### config.mk
export PLATFORM = sky130hd
export DESIGN_NAME = util_tx_playback
export DESIGN_NICKNAME = d
export VERILOG_FILES = /design/src/rtl/util_tx_playback.sv
export SDC_FILE = /design/constraint.sdc
export NUM_CORES = 2
export LEC_CHECK = 0
export BUFFER_PORTS_ARGS = -buffer_cell sky130_fd_sc_hd__buf_2
export CAP_MARGIN = 25
export CORE_MARGIN = 1.5
export CORE_UTILIZATION = 40
export DETAILED_ROUTE_END_ITERATION = 10
export PLACE_DENSITY_LB_ADDON = 0.25
export SLEW_MARGIN = 40
export SYNTH_ARGS = -nofsm -noshare
export SYNTH_HDL_FRONTEND = slang
export SYNTH_SLANG_ARGS = --single-unit
### constraint.sdc
create_clock -name aclk -period 3.7 [get_ports aclk]
set_input_delay 0.74 -clock aclk [delete_from_list [all_inputs] [get_ports aclk]]
set_output_delay 0.74 -clock aclk [all_outputs]
set_load 0.03 [all_outputs]
### src/rtl/util_tx_playback.sv
// util_tx_playback: cyclic playback of a sample buffer onto an AXI-stream sink.
// A single-clock RAM holds up to 2**ADDR_WIDTH samples. A start pulse replays
// entries 0..length-1 repeatedly, and a stop pulse ends playback at the close
// of the current pass. A one-entry holding register sits between the RAM read
// port and the output register, so the stream sustains one beat per cycle and
// never has bubbles, even though the RAM has a read latency of one cycle.
// Optional feature: define UTIL_TX_PLAYBACK_LOOP_CNT_EN to enable the
// completed-pass counter on loop_count. Without it, loop_count is tied to 0.
module util_tx_playback #(
  parameter int DATA_WIDTH = 32,
  parameter int ADDR_WIDTH = 7
) (
  input  logic                  aclk,
  input  logic                  aresetn,
  input  logic                  wr_en,
  input  logic [ADDR_WIDTH-1:0] wr_addr,
  input  logic [DATA_WIDTH-1:0] wr_data,
  input  logic [ADDR_WIDTH:0]   length,
  input  logic                  start,
  input  logic                  stop,
  output logic                  m_axis_tvalid,
  input  logic                  m_axis_tready,
  output logic [DATA_WIDTH-1:0] m_axis_tdata,
  output logic                  busy,
  output logic [15:0]           loop_count
);

  typedef enum logic [1:0] {IDLE, PREFETCH, RUN, FINISH} state_t;

  localparam logic [ADDR_WIDTH:0] LEN_MAX = {1'b1, {ADDR_WIDTH{1'b0}}};
  localparam logic [ADDR_WIDTH:0] LEN_ONE = {{ADDR_WIDTH{1'b0}}, 1'b1};

  logic [DATA_WIDTH-1:0] mem [2**ADDR_WIDTH];
  logic [DATA_WIDTH-1:0] ram_q;      // RAM read register (holding slot)
  state_t                state;
  logic [ADDR_WIDTH:0]   len_q;      // pass length captured at start
  logic [ADDR_WIDTH-1:0] rd_idx;     // next index to fetch
  logic                  q_vld;      // ram_q holds a fetched, unsent sample
  logic                  q_last;     // ram_q sample is index length-1
  logic                  t_last;     // output sample is index length-1

  logic                  start_ok;
  logic                  beat;
  logic                  load_out;
  logic                  rd_en;
  logic                  rd_wrap;
  logic [ADDR_WIDTH:0]   len_eff;

  // Handshake decode and fetch scheduling.
  // NOTE: every always_comb output is assigned on every path, so no latches are inferred.
  always_comb begin
    start_ok = (state == IDLE) && start && (length != '0) && (length <= LEN_MAX);
    beat     = m_axis_tvalid && m_axis_tready;
    load_out = !m_axis_tvalid || m_axis_tready;
    // The first fetch happens on the start cycle, before len_q has been loaded.
    len_eff  = (state == IDLE) ? length : len_q;
    rd_wrap  = ({1'b0, rd_idx} == (len_eff - LEN_ONE));
    rd_en    = start_ok || ((state != IDLE) && (!q_vld || load_out));
  end

  // Sample buffer: synchronous write port and registered read port.
  // NOTE: the RAM array and its read register have no reset, so they map onto block RAM.
  always_ff @(posedge aclk) begin
    if (wr_en) mem[wr_addr] <= wr_data;
    if (rd_en) ram_q <= mem[rd_idx];
  end

  // Playback control: state machine, fetch pointer, holding slot and output register.
  // NOTE: all state is updated with non-blocking assignments, so every read sees pre-edge values.
  always_ff @(posedge aclk or negedge aresetn) begin
    if (!aresetn) begin
      state         <= IDLE;
      busy          <= 1'b0;
      len_q         <= '0;
      rd_idx        <= '0;
      q_vld         <= 1'b0;
      q_last        <= 1'b0;
      t_last        <= 1'b0;
      m_axis_tvalid <= 1'b0;
      m_axis_tdata  <= '0;
    end else begin
      if (rd_en) begin
        rd_idx <= rd_wrap ? '0 : rd_idx + ADDR_WIDTH'(1);
        q_last <= rd_wrap;
        q_vld  <= 1'b1;
      end else if (load_out) begin
        q_vld  <= 1'b0;
      end

      if (load_out) begin
        m_axis_tvalid <= q_vld;
        if (q_vld) begin
          m_axis_tdata <= ram_q;
          t_last       <= q_last;
        end
      end

      case (state)
        IDLE: begin
          if (start_ok) begin
            len_q <= length;
            busy  <= 1'b1;
            state <= stop ? FINISH : PREFETCH;
          end
        end
        PREFETCH: begin
          state <= stop ? FINISH : RUN;
        end
        RUN: begin
          if (stop) begin
            if (beat && t_last) begin
              // The stop coincides with the pass-closing beat, so playback ends here.
              state         <= IDLE;
              busy          <= 1'b0;
              rd_idx        <= '0;
              q_vld         <= 1'b0;
              m_axis_tvalid <= 1'b0;
            end else begin
              state <= FINISH;
            end
          end
        end
        FINISH: begin
          // Samples fetched past the end of the pass are discarded here.
          if (beat && t_last) begin
            state         <= IDLE;
            busy          <= 1'b0;
            rd_idx        <= '0;
            q_vld         <= 1'b0;
            m_axis_tvalid <= 1'b0;
          end
        end
        default: state <= IDLE;
      endcase
    end
  end

`ifdef UTIL_TX_PLAYBACK_LOOP_CNT_EN
  // Completed-pass counter: cleared on an accepted start, saturates at all ones.
  always_ff @(posedge aclk or negedge aresetn) begin
    if (!aresetn) begin
      loop_count <= '0;
    end else if (start_ok) begin
      loop_count <= '0;
    end else if (beat && t_last && (loop_count != 16'hFFFF)) begin
      loop_count <= loop_count + 16'd1;
    end
  end
`else
  assign loop_count = '0;
`endif

endmodule

==> results by group <==
Critical path
  – Reg2reg start: rd_idx[1]
  – CP Class: reg2reg
  – Reg2Reg Capture Point: ram_q[25]
  – FF-to-FF setup slack: -0.11 ns
  – CP arrival: ~4.5 ns
  – Crit Path Max Fanout: 22
  – Startpoint types: flop
  – CP endpoint kind: flop
  – R2R depth: 8
  – Data required, critical path: 4.37 ns

Worst hold path
  – HP Start: length[1]
  – Hold path depth: 2
  – Hold endpoint: len_q[1]
  – HP Class: in2reg

Global route
  – First-pass GRT wire length: 668000 um
  – Global route overflow: 0
  – Largest net degree at the start of global routing: 129
  – Number of global-route vias before repair: 80278
  – Total track usage: 23.8%
  – Initial antenna violation count: 58

Detailed routing
  – TritonRoute pass-1 iters: 6
  – Drt drc: 0
  – DR iter-0 viols: 11404
  – DR WL/cell: 36.5 um
  – Total number of vias: between 80000 and 90000
  – Routed Antenna Nets: 0
  – Via-to-Cell Ratio: 6.03
  – Detailed Route WL: between 400000 and 500000 um

Clock tree
  – Number of buffers created by CTS: 424
  – Post-CTS Setup Bufs: 0
  – Clk buf depth: 4
  – Clk slew on worst S/H paths: 0.06 ns
  – Root Buffer: clkbuf_16
  – Clock Sinks: between 4000 and 5000
  – CTS tree: built
  – Clock Latency Late Sink: 0.97 ns
  – H-tree Lvls: 5

Floorplanning
  – Die Ht: 637 um
  – Die footprint: 0.406 sq mm
  – Die width: 637 um
  – Num ports: 103
  – Std-Cell Rows: approximately 230
  – Core Region: ~0.4 sq mm
  – Initial Util: 40.2%

Timing
  – Endpoints failing hold: 0
  – Setup slack after layout: -0.110 ns
  – Tightest Pin Transition: around 0.94 ns
  – Setup violators final: 1
  – Setup TNS: -0.110 ns
  – Fin crit period: 3.81 ns
  – Max Clk Rate: 0.262 GHz
  – Clock skew: about 0.055 ns
  – Slew Viols, Final: 0
  – Relative max-transition margin: 37.2%
  – Final period util: 103%
  – RSZ-0062 raised after global routing: no

Job
  – Max_cap viols: 0

Place
  – Dpl hpwl: 288000 um
  – I/O Buffers: 86
  – RePlAce Congestion: 0.852

Finish
  – Most frequent cells in the layout: edfxtp_1 (4128), mux4_2 (1023), clkbuf_16 (433)
  – Final-stage net count: 7781
  – Area occupied by multi-input gates: 0.0343 sq mm
  – Number of fill cells: 32435
  – Layout area overhead: 17.0%
  – Fin util: 47.1%
  – Commonest non-fill, non-tap cell in the layout: edfxtp_1
  – FF+latch area: 0.125 sq mm
  – Layout cell share with drive strength beyond 1: 32.4%

Power and ir drop
  – Cell Pwr Density: 746 mW/mm^2
  – P_leak: slightly below 60 nW
  – Max VDD drop: 0.515 mV

Logic synthesis
  – Synthesized cell area: 0.161 sq mm
  – Top_reg_cell synth: edfxtp_1
  – Yosys warns: 0
  – Yosys reg bits: 4182
  – Register area share after synthesis: 77.8%
  – EDFF count, synth: 4128
  – Leading area contributor after synthesis: edfxtp_1
  – Area share of the largest cell type after synthesis: 77.0%
  – Asr flop ratio synth: 1.29%
  – Largest cells by area after synthesis: edfxtp_1 (77%), mux4_2 (14%), mux2i_1 (2.0%), dfrtp_1 (0.84%), mux2_2 (0.69%)
  – Synth unique cells: 79
  – Syn Area/Cell: roughly 23 sq um
  – Cells after synthesis: 6965

Run status
  – Status: complete, but fails checks
  – Failing checks: negative setup slack
[report_power, final]
part | switching [W] | internal (W)
sequential | 0.00138 | 0.0528
clock | 0.0182 | 0.0242
combinational | 0.0255 | 0.0184
[state kept, by name, indices dropped and copies added, names as in the netlist]
name           count
mem             4096
m_axis_tvalid      1
m_axis_tdata      32
t_last             1
rd_idx             7
q_last             1
len_q              8
q_vld              1
ram_q             32
busy               1
state              2
[synthesized netlist by cell type (18+ instances only)]
cell type and n:
edfxtp_1 4128, mux4_2 1023, mux2i_1 326, nor2_1 171, buf_2 125, a22oi_1 113, clkbuf_1 113, mux2_2 98
a21oi_1 84, buf_4 72, a221oi_1 68, o21ai_0 68, nand2_1 66, buf_6 62, dfrtp_1 54, nor3_1 30
nand3_1 29, a21boi_0 26, a31oi_1 23, o221ai_1 22, nor2b_1 18, o21ai_1 18
[through the flow]
stage	worst slack [ns]	cell area, sq um	total power [W]	hold WS, ns	instances
after floorplan	-0.279	161000	0.0789	0.444	6980
after global placement	-0.568	174000	0.0984	0.462	12545
after detailed placement	-0.117	174000	0.0987	0.465	12549
after CTS	0.0329	188000	0.141	0.000261	13344
after global routing	0.0362	188000	0.144	0.0505	13389
final	-0.110	188000	0.140	0.0663	13415
[cell families after synthesis]
group / Yosys count / share of synthesized area, %
flip-flops: 4182 / 77.8
buffers and inverters: 404 / 1.59
other: 1 / 0.00233
adder cells (fa/ha/maj): 2 / 0.0155
multiplexers: 1448 / 17.0
AND/OR/NAND/NOR: 384 / 1.10
AO/OA/AOI/OAI: 533 / 2.36
XOR/XNOR: 11 / 0.0598
[layer usage]
layer	up-vias	part of all wire [%]	global-route usage, %
li1	31480	-	-
met5	-	0.019	0
met2	4421	47	37.6
met4	14	4.1	8.97
met1	44228	39	33.1
met3	760	9.8	4.18
[timing repair]
item,4_1_cts,5_1_grt
endpoints found under the setup margin,2,4
gates resized for setup,2,5
cloned,0,1
hold buffers,7,0
endpoints found under the hold margin,68,0
pin swaps,0,1
[worst max-delay path, cell delays in order, from the launching register on]
cell	delay, ns
dfrtp_4	0.69
buf_4	0.43
and2_1	0.55
buf_4	0.31
a221oi_1	0.10
a21oi_1	0.25
a32oi_1	0.21
a21oi_1	0.68
o221ai_1	0.25
[cell type report]
class	count	area share, %
diodes	62	0.0824
clock buffers	521	5.98
clock inverters	267	1.29
inverters	6	0.0120
multi-input cells	2394	18.2
flip-flops and latches	4182	66.6
well taps	5265	3.50
repair buffers	718	4.34
[worst max-delay path by stage]
stage | from | end | slack (ns) | depth (start not counted)
finish | rd_idx[1] | ram_q[25] | -0.11 | 8
global route | rd_idx[0] | ram_q[10] | 0.04 | 10
CTS | rd_idx[0] | ram_q[6] | 0.03 | 8
detailed placement | rd_idx[0] | ram_q[20] | -0.12 | 9
global placement | rd_idx[0] | ram_q[22] | -0.57 | 8
floorplan | wr_en | mem[98][0] | -0.28 | 3
Power figures use the tool's default switching activity.
